**config.mk**
```make
export PLATFORM = sky130hd
export DESIGN_NAME = jt49_env_multi
export DESIGN_NICKNAME = d
export VERILOG_FILES = /design/src/rtl/jt49_env_multi.sv
export SDC_FILE = /design/constraint.sdc
export NUM_CORES = 1
export LEC_CHECK = 0
export CORE_MARGIN = 4
export CORE_UTILIZATION = 35
export DETAILED_ROUTE_END_ITERATION = 7
export HOLD_SLACK_MARGIN = 0.1
export PLACE_DENSITY = 0.67
export SKIP_LAST_GASP = 1
export SLEW_MARGIN = 30
export SYNTH_ARGS = -nofsm -noshare
export SYNTH_HDL_FRONTEND = slang
export SYNTH_SLANG_ARGS = --single-unit
export TNS_END_PERCENT = 10
```
**constraint.sdc**
```tcl
create_clock -name clk -period 4.25 [get_ports clk]
set_clock_uncertainty 0.05 [all_clocks]
set_input_delay 1.0625 -clock clk [delete_from_list [all_inputs] [get_ports clk]]
set_output_delay 1.0625 -clock clk [all_outputs]
set_load 0.1 [all_outputs]
```
**src/rtl/jt49_env_multi.sv**
```systemverilog
// Multi-channel AY/YM style envelope generator: one prescaler, level counter
// and shape state per channel, all advancing on the shared clock enable.
module jt49_env_multi #(
  parameter int W   = 5,
  parameter int PW  = 16,
  parameter int NCH = 3
) (
  input  logic              clk,
  input  logic              rst_n,
  input  logic              cen,
  input  logic [NCH*PW-1:0] period,
  input  logic [NCH*4-1:0]  ctrl,
  input  logic [NCH-1:0]    restart,
  output logic [NCH*W-1:0]  env,
  output logic [NCH-1:0]    holding
);

  for (genvar i = 0; i < NCH; i++) begin : g_ch
    logic [PW-1:0] w_period;
    logic [PW-1:0] w_eff_m1;
    logic          w_cont;
    logic          w_att;
    logic          w_alt;
    logic          w_hold;
    logic          w_step;
    logic          w_toggle;

    logic [PW-1:0] r_cnt;
    logic [W-1:0]  r_gain;
    logic [W-1:0]  r_env;
    logic          r_inv;
    logic          r_stop;
    logic          r_pend;

    assign w_period = period[i*PW +: PW];
    // A zero period behaves like a period of one.
    assign w_eff_m1 = (w_period == '0) ? '0 : w_period - PW'(1);
    assign w_step   = (r_cnt >= w_eff_m1);
    assign w_cont   = ctrl[i*4 + 3];
    assign w_att    = ctrl[i*4 + 2];
    assign w_alt    = ctrl[i*4 + 1];
    assign w_hold   = ctrl[i*4 + 0];
    assign w_toggle = (!w_cont && w_att) || (w_cont && w_alt);

    always_ff @(posedge clk or negedge rst_n) begin
      if (!rst_n) begin
        r_cnt  <= '0;
        r_gain <= '1;
        r_env  <= '0;
        r_inv  <= 1'b0;
        r_stop <= 1'b0;
        r_pend <= 1'b0;
      end else begin
        // A restart arriving on the servicing edge stays pending for the next one.
        if (cen) r_pend <= restart[i];
        else     r_pend <= r_pend | restart[i];

        if (cen) begin
          r_env <= r_inv ? ~r_gain : r_gain;
          if (r_pend) begin
            r_gain <= '1;
            r_inv  <= w_att;
            r_stop <= 1'b0;
            r_cnt  <= '0;
          end else begin
            r_cnt <= w_step ? '0 : r_cnt + PW'(1);
            if (w_step && !r_stop) begin
              if (r_gain != '0) begin
                r_gain <= r_gain - W'(1);
              end else begin
                if (!w_cont || w_hold) r_stop <= 1'b1;
                else                   r_gain <= '1;
                if (w_toggle) r_inv <= ~r_inv;
              end
            end
          end
        end
      end
    end

    assign env[i*W +: W] = r_env;
    assign holding[i]    = r_stop;
  end

endmodule
```
* Word-level counts from Yosys, hierarchy flattened
Cells that the tools add are included.
** Operators by class
- Muxes and demuxes :: 51
- Add/sub/neg operators :: 9
- Equal/unequal tests :: 6
- Bitwise logic cells :: 9
- Reduce and logical (&&, ||, !) cells :: 45
- Order comparisons :: 3
** Operator list (count)
- 16-bit two-way mux :: 9
- 5-bit two-way mux :: 15
- 16-bit by 1-bit adder with 16-bit output (second input constant) :: 3
- 16-bit >= comparator :: 3
- 16-bit zero test :: 3
- 16-bit by 1-bit subtractor with 16-bit output (second input constant) :: 3
- 1-bit two-way mux :: 27
- 4-bit AND reduction :: 6
- 2-bit nonzero test :: 9
- 5-bit NOT :: 3
- 5-bit nonzero test :: 3
- 5-bit by 1-bit subtractor with 5-bit output (second input constant) :: 3
- 1-bit logical AND :: 9
- 3-bit != test (second input constant) :: 3
- 3-bit AND reduction :: 3
- 1-bit zero test :: 6
- 1-bit logical OR :: 6
- 2-bit != test (second input constant) :: 3
- 1-bit NOT :: 3
- 1-bit OR :: 3
** Word-level totals
- Output and inout port bits :: 18
- Word-level logic and storage cells :: 141
- Flip-flop bits (word level) :: 87

* Longest topological paths before layout
Gate-level depths: netlist (run 1).
- Word-level depth :: 7
- Gate-level depth with buffers :: 15
- Mapped depth without buffers :: 14

* Worst setup path before layout (run 1)
Ideal clock, no wire load.
- Path type :: input-to-reg
- From :: input period[32]
- To :: register g_ch[2].r_cnt[5]
- Stages on the path :: 15
- Buffers on the path :: 1
- Data required time :: 4079 ps
- Path slack :: -168 ps
- Arrival time :: 4247 ps
- Cells stage by stage :: inv_1 -> ha_1 -> or3b_4 -> or4_4 -> or3b_4 -> nor3_4 -> xor2_1 -> nand2_1 -> ha_1 -> nand4_1 -> nor3_1 -> a21o_1 -> clkbuf_1 -> o21ai_0 -> a22o_1
** On the way
- Cells in the longest elaborated chain, start to end :: 5
- Elaborated cells on any way between the ends :: 6
- Those cells by class :: 1 x add/sub; 1 x order compare; 3 x mux; 1 x reduce/logical
** Ends and longest elaborated chain
- start, declared :: line 11 : input logic [NCH*PW-1:0] period,
- 16-bit by 1-bit subtractor with 16-bit output or 16-bit zero test (tied branches) :: line 37 : assign w_eff_m1 = (w_period == '0) ? '0 : w_period - PW'(1);
- 16-bit two-way mux * :: line 37
- 16-bit >= comparator * :: line 38 : assign w_step = (r_cnt >= w_eff_m1);
- 16-bit two-way mux * :: line 66 : r_cnt <= w_step ? '0 : r_cnt + PW'(1);
- 16-bit two-way mux * :: line 60 : if (r_pend) begin
- end signal, assigned :: line 66
- end, declared :: line 28 : logic [PW-1:0] r_cnt;
Every way passes the cells marked *; elsewhere a longest branch is shown, timed or not.
A chain may end at the register's enable or synchronous reset.

* Worst setup path after layout (run 1)
- From :: input period[32]
- To :: register g_ch[2].r_cnt[1]
Same word-level chain as after synthesis.

==> results.md, run 1 <==
- Total track usage: 15.1%
- DP Wirelength: 12400 microns
- Setup violators final: 0
- Most common cell on crit path: buf_4
- Post-CTS Hold Buffers: 0
- Synthesis Warnings: 0
- Vias per cell: 5.30
- Std cell rows: 50
- Final Hold Slack: 451 ps
- Cell taking the most area after synthesis: dfrtp_1
- N_diodes: 0
- Post-synth net total: 916
- Fin. Hold Viols: 0
- Worst path required time: 4460 ps
- Finished Layout Cells: 1201
- Met3 Usage GRT: 2.20%
- R2R Setup Slk: 1770 ps
- Met1 Track Usage GR: 20.1%
- Setup crit start kind: input pin
- Fillers: 1788
- Cell variety after synth: 64
- Cells after Synth: 790
- CP max stage delay: 430 ps
- Area of the multi-input gates: 4460 sq um
- Worst EP arrival: 4430 ps
- Placed cells: 1169
- Layout cells sized above 1: 19.9%
- GRT Residual Overflow: 0
- Initial DRC Count: 428
- Main flop type after synthesis: dfrtp_1
- Minimum clock period: 4220 ps
- H-tree depth: 3
- TritonCTS Buffers: 9
- Max Cap Violations: 0
- Top cell type's share of synthesized area: 26.9%
- RSZ-0062 raised after global routing: true
- Final Cycle Share: 99.3%
- Detailed Route WL: 16600 microns
- Final Max Slew Viols: 0
- Port buffer count: 83
- Post-Syn Area: 6690 sq um
- Clk pin slew, worst setup/hold paths: 60 ps
- Top delay family on crit path: simple AND/OR/NAND/NOR gates
- Max-slew headroom: 31.3%
- Vias in the first global route: 6007
- First-pass GRT wire length: 27500 microns
- Leakage Power: 4.27 nW
- Min-Delay Path Class: flip-flop to flip-flop
- Power density over the cells: 308 nW/um^2
- Crit-path slowest cell: or4_4
- Share of async-settable or async-resettable flops after synthesis: 100%
- Status: finished clean
- Wire per inst: 13.9 microns
- GR Util met2: 25.4%
- Clk root buf: clkbuf_16
- Die area: 21400 sq um
- 1st-pass router iterations: 5
- Antenna-violating nets left: 0
- Most Crowded Layer GR: met2
- Worst skew pair latency: 340 ps
- Crit end category: flip-flop
- Largest net degree at the start of global routing: 43
- CTS tree: built
- # clock sinks: 87
- Ranking of synthesized cells by area: dfrtp_1 (27%), ha_1 (11%), dfstp_2 (5.9%), nand2_1 (5.4%), nor2_1 (3.5%)
- Worst vdd ir: 0.137 mV
- Peak Freq: 0.237 GHz
- Crit Path Class: input pin to flip-flop
- Maximum fanout along the worst path: 8
- Post-route DRC: 0
- Die Width: 146 microns
- Num ports: 84
- CP bufs+invs: 6
- Worst-Margin Slew: 1030 ps
- Initial core utilization: 35.6%
- Deepest clock path buffer count: 2
- Reg area: 2200 sq um
- Seq cells post-synth: 87
- Vias: 6361
- Sequential area share after synthesis: 32.8%
- Nets: 1088
- Placer congestion estimate: 0.814
- Syn Area/Cell: 8.47 sq um
- Post-synth EDFFs: 0
- Initial antenna violation count: 0
- Cells along the critical path: buf_6 > inv_4 > ha_4 > or3b_4 > or4_4 > or3b_4 > buf_4 > xnor2_1 > nand2_1 > ha_1 > a21o_1 > a21oi_2 > o221ai_4 > a21o_4 > buf_6 > buf_4 > buf_4 > o2bb2ai_1
- Core area: 18800 sq um
- P&R area growth vs syn: 36.1%
- Die height: 146 microns
==> final timing paths <==
kind	startpoint	end	cells past startpoint
setup / recovery	period[32]	g_ch[2].r_cnt[1]$_DFFE_PN0P_	18
setup reg to reg	g_ch[1].r_cnt[9]$_DFFE_PN0P_	g_ch[1].r_inv$_DFFE_PN0P_	9
hold / removal	g_ch[1].r_gain[2]$_DFFE_PN1P_	g_ch[1].r_gain[2]$_DFFE_PN1P_	2
min in group asynchronous	rst_n	g_ch[2].r_cnt[2]$_DFFE_PN0P_	1
max in group asynchronous	rst_n	g_ch[1].r_gain[2]$_DFFE_PN1P_	2
hold reg to reg	g_ch[1].r_gain[2]$_DFFE_PN1P_	g_ch[1].r_gain[2]$_DFFE_PN1P_	2
==> cells in the mapped netlist (3+ instances only) <==
cell type / number
nor3b_1: 3
a21oi_1: 46
nand3b_1: 4
and2_1: 4
a31oi_1: 6
xnor2_1: 27
nand4_1: 7
nor2b_1: 20
nand2b_1: 8
and3_1: 20
nand2_1: 96
dfstp_2: 15
nor4_1: 13
dfrtp_1: 72
nand4b_1: 3
o41ai_1: 3
o211ai_1: 3
nand3_1: 30
o31ai_1: 6
o311ai_0: 5
o2bb2ai_1: 10
a211oi_1: 4
o32a_1: 3
a21o_1: 13
ha_1: 60
or3_1: 4
mux2i_1: 9
or4_1: 3
clkbuf_1: 27
nor3_1: 31
xor2_1: 27
nor2_1: 63
inv_1: 31
buf_4: 4
o21ai_0: 46
a22o_1: 26
==> sequential cells by signal, summed over array words and instances, names as in the netlist <==
signal	count
g_ch.r_cnt	48
g_ch.r_env	15
g_ch.r_gain	15
g_ch.r_inv	3
g_ch.r_pend	3
g_ch.r_stop	3
==> logic make-up (layout without fill, tap and decap cells) <==
| group | after synthesis | after routing | synth area share (%) |
|---|---|---|---|
| xor+xnor | 54 | 54 | 7.07 |
| fa+ha+maj | 60 | 60 | 11.2 |
| mux | 10 | 10 | 1.52 |
| buf+inv | 64 | 240 | 3.93 |
| simple gates | 324 | 324 | 24.2 |
| compound gates | 191 | 192 | 19.2 |
| flops | 87 | 87 | 32.8 |
==> timing repair <==
item,CTS,global route
buffers inserted,10,7
cloned,0,1
endpoints found under the hold margin,0,0
setup endpoints to repair,44,65
pin swaps,18,26
resized for setup,32,32
==> power breakdown <==
part / internal, mW / switching [mW] / leakage (nW) / total, mW
clock network: 0.590 / 0.314 / 0.167 / 0.904
registers: 0.925 / 0.0868 / 1.10 / 1.01
logic: 0.326 / 0.567 / 3.01 / 0.893
==> area by class of cell <==
type	instances	area share [%]
clock buffer	12	2.71
timing repair buffer	193	18.6
tap	234	3.22
multi-input combinational	640	49.0
sequential	87	24.1
clock inverter	4	1.04
inverter	31	1.33
==> per-layer routing <==
layer	up-vias	share of wire, %	wire length [microns]
met5	-	0	0
met4	0	1.7	287
met3	21	4.3	715
met2	128	48	7960
met1	2989	46	7680
li1	3223	-	-
==> worst min-delay path: stages (launching register included) <==
cell	delay (ps)
dfstp_2	390
inv_1	50
a21oi_1	50
==> stage by stage <==
| stage | setup WS, ps | util, % | setup TNS [ps] | power, mW | instance area (sq um) |
|---|---|---|---|---|---|
| 2_1_floorplan | -22.8 | - | -102 | 1.58 | 6720 |
| 3_3_place_gp | -672 | 44.9 | -21360 | 1.89 | 8420 |
| 3_5_place_dp | -771 | 44.8 | -26270 | 1.90 | 8410 |
| 4_1_cts | -4.95 | 47.4 | -7.33 | 2.83 | 8900 |
| 5_1_grt | -111 | 48.5 | -1650 | 2.95 | 9100 |
| 6_report | 31.0 | 48.5 | 0 | 2.81 | 9100 |
==> cell usage in the layout, fill, tap and decap left out, drive strengths merged, types with 5 or more instances in the layout <==
cell type,instances
buf,115
nand2,96
clkdlybuf4s50,74
dfrtp,72
nor2,63
ha,60
a21oi,47
o21ai,47
nor3,32
inv,31
nand3,30
xor2,27
xnor2,27
a22o,26
nor2b,20
and3,20
dfstp,15
a21o,13
nor4,13
clkbuf,12
o2bb2ai,10
mux2i,9
nand2b,8
nand4,7
a31oi,6
o31ai,6
and2,5
o311ai,5
or3,5
Note: power is estimated with default switching activity, not from simulation.
==> run 2: changes to the inputs <==
--- a/config.mk
+++ b/config.mk
@@ -6,10 +6,10 @@
 export NUM_CORES = 1
 export LEC_CHECK = 0
 export CORE_MARGIN = 4
-export CORE_UTILIZATION = 35
+export CORE_UTILIZATION = 55
 export DETAILED_ROUTE_END_ITERATION = 7
 export HOLD_SLACK_MARGIN = 0.1
-export PLACE_DENSITY = 0.67
+export PLACE_DENSITY = 0.91
 export SKIP_LAST_GASP = 1
 export SLEW_MARGIN = 30
 export SYNTH_ARGS = -nofsm -noshare
==> run 2 against run 1 <==
Non-clock buffer count fell by 2. Via count up 9.0%. Total power up 4.5%. Count of clock-buffer cells in the layout down 1. Cell area is 0.14% higher. Die area decreased by 35%. Register-to-register slack got worse by 80 ps. The flow now finishes with violations (setup timing). First-iteration DRC count is 3.5% higher. Maximum frequency fell by 2.8%. Utilization grew 28 points. Clock power grew 11%.
==> results.md, run 2 (synthesis results as in run 1) <==
- Most Crowded Layer GR: met2
- Antenna-violating nets left: 0 (unchanged)
- Total track usage: 25.6% (+10 points)
- H-tree depth: 3 (unchanged)
- R2R Path Start: g_ch[1].r_cnt[9]$_DFFE_PN0P_
- Std cell rows: 40 (-20%)
- R2R Setup Slk: 1690 ps (-80 ps)
- TritonCTS Buffers: 9 (unchanged)
- Final Max Slew Viols: 0 (unchanged)
- Commonest non-fill, non-tap cell in the layout: buf_4
- Setup violators final: 16 (+16)
- Detailed Route WL: 19400 microns (+17%)
- Clk root buf: clkbuf_16
- RSZ-0062 raised after global routing: true
- Maximum fanout along the worst path: 6 (-2)
- Initial core utilization: 55.9% (+20 points)
- Worst skew pair latency: 340 ps (about the same)
- Vias: 6936 (+9.0%)
- # clock sinks: 87 (unchanged)
- Post-route DRC: 0 (unchanged)
- Core area: 12000 sq um (-36%)
- Setup ws final: -88.8 ps (-120 ps)
- Placed cells: 1075 (-8.0%)
- P&R area growth vs syn: 36.3%
- Setup crit start: period[32]
- Finished Layout Cells: 1111 (-7.5%)
- Crit end category: flip-flop
- Port buffer count: 83 (unchanged)
- Fin Setup TNS: -860 ps (-860 ps)
- DP Wirelength: 12300 microns (-0.47%)
- Crit-path slowest cell: or3b_4
- Wire per inst: 17.5 microns (+26%)
- Placer congestion estimate: 0.920 (+13%)
- Clk pin slew, worst setup/hold paths: 60 ps (about the same)
- End of the worst register-to-register path: g_ch[1].r_cnt[7]$_DFFE_PN0P_
- Num ports: 84 (unchanged)
- Final Cycle Share: 102% (+2.8 points)
- Commonest non-fill, non-tap cells in the layout: buf_4 (101), nand2_1 (89), clkdlybuf4s50_1 (75)
- Power density over the cells: 322 nW/um^2 (+4.3%)
- Die area: 14000 sq um (-35%)
- 1st-pass router iterations: 5 (unchanged)
- Vias per cell: 6.24 (+18%)
- GR Util met2: 45.2% (+20 points)
- Worst Reg2Reg Path Length in Cells: 8 (-1)
- Die Width: 118 microns (-19%)
- Peak Freq: 0.230 GHz (-2.8%)
- Met1 Track Usage GR: 31.2% (+11 points)
- Top flop regs: g_ch.r_cnt (48), g_ch.r_env (15), g_ch.r_gain (15)
- Worst-Margin Slew: 1010 ps (-15.4 ps)
- Fin. Hold Viols: 0 (unchanged)
- Layout cells sized above 1: 20.9% (+1.0 points)
- Final Util: 76.2% (+28 points)
- Max Cap Violations: 0 (unchanged)
- Nets: 1085 (-0.28%)
- Initial DRC Count: 443 (+3.5%)
- Post-CTS Hold Buffers: 0 (unchanged)
- Met3 Usage GRT: 3.35% (+1.1 points)
- Minimum clock period: 4340 ps (+120 ps)
- CP max stage delay: 440 ps (about the same)
- N_diodes: 0 (unchanged)
- Crit path capture: g_ch[2].r_cnt[10]$_DFFE_PN0P_
- Worst vdd ir: 0.545 mV (+300%)
- Failing checks: setup timing
- Setup crit start kind: input pin
- Min-Delay Path Class: flip-flop to flip-flop
- Worst EP arrival: 4520 ps (+90 ps)
- Initial antenna violation count: 0 (unchanged)
- Leakage Power: 4.26 nW (-0.25%)
- CTS tree: built
- Biggest register: g_ch.r_cnt
- Die height: 118 microns (-19%)
- Cells along the critical path: buf_8 > inv_6 > ha_4 > or3b_4 > or4_4 > or3b_4 > nor3_4 > xor2_1 > nand2_1 > ha_4 > nand4_1 > nor3_2 > buf_4 > a211oi_4 > buf_6 > and3b_1 > a21o_1
- Worst path required time: 4430 ps (-30 ps)
- Largest register FFs: 48 (unchanged)
- Vias in the first global route: 6632 (+10%)
- Largest net degree at the start of global routing: 88 (+100%)
- Deepest clock path buffer count: 2 (unchanged)
- Crit Path Class: input pin to flip-flop
- Status: finished, violations left
- Max-slew headroom: 32.4% (+1.0 points)
- GRT Residual Overflow: 0 (unchanged)
- First-pass GRT wire length: 30300 microns (+10%)
[run 2: cell types whose count changed in the layout (fill, tap and decap cells not counted), moves of 4 or more]
cell and delta:
buf_4 -4, ha_1 -7, ha_4 +5, nand2_1 -6, nand2_2 +6
[run 2: critical path: cells and delay by family]
kind | cells | cell delay [ps]
adders and majority gates | 2 | 400
xor gates and xnor gates | 1 | 180
and+or+nand+nor | 8 | 2090
AOI/OAI and AO/OA | 2 | 230
buffers and inverters | 4 | 530
[run 2: area by class of cell]
type                       instances  area [sq um]
sequential                        87          2200
clock buffer                      11           253
multi-input combinational        639          4560
inverter                          31           126
tap                              147           184
fill                             716          2850
timing repair buffer             191          1670
clock inverter                     5           128
[run 2: report_power, final]
group	switching, mW	total [mW]	leakage [nW]	internal (mW)
Clock	0.333	1.00	0.182	0.666
Sequential	0.0900	1.01	1.10	0.925
Combinational	0.588	0.920	2.98	0.331
[run 2: worst min path at each step]
stage | from | endpoint | depth (start not counted)
finish | g_ch[1].r_gain[4]$_DFFE_PN1P_ | g_ch[1].r_gain[4]$_DFFE_PN1P_ | 1
floorplan | g_ch[1].r_gain[2]$_DFFE_PN1P_ | g_ch[1].r_gain[2]$_DFFE_PN1P_ | 2
global placement | g_ch[1].r_gain[2]$_DFFE_PN1P_ | g_ch[1].r_gain[2]$_DFFE_PN1P_ | 2
global route | g_ch[1].r_gain[4]$_DFFE_PN1P_ | g_ch[1].r_gain[4]$_DFFE_PN1P_ | 1
detailed placement | g_ch[1].r_gain[4]$_DFFE_PN1P_ | g_ch[1].r_gain[4]$_DFFE_PN1P_ | 1
CTS | g_ch[1].r_gain[4]$_DFFE_PN1P_ | g_ch[1].r_gain[4]$_DFFE_PN1P_ | 1
[run 2: per-layer routing]
metal  part of all wire [%]  vias up
met5                      0        -
met4                    3.6        0
met3                    6.2       72
met2                     51      311
met1                     39     3350
li1                       -     3203
[run 2: timing repair]
item / 4_1_cts / 5_1_grt
setup buffers: 17 / 3
endpoints found under the setup margin: 35 / 69
resized for setup: 29 / 55
pin swaps: 11 / 19
gates cloned: 0 / 0
hold endpoints to repair: 0 / 0
[run 2: stage by stage]
stage / power (mW) / cell area, sq um / hold slack (ps) / setup slack, ps
3_3_place_gp: 1.87 / 8230 / 433 / -674
5_1_grt: 3.04 / 9110 / 484 / -204
3_5_place_dp: 1.89 / 8240 / 446 / -869
4_1_cts: 2.91 / 8800 / 464 / -44.6
2_1_floorplan: 1.58 / 6720 / 420 / -22.8
6_report: 2.93 / 9110 / 460 / -88.8
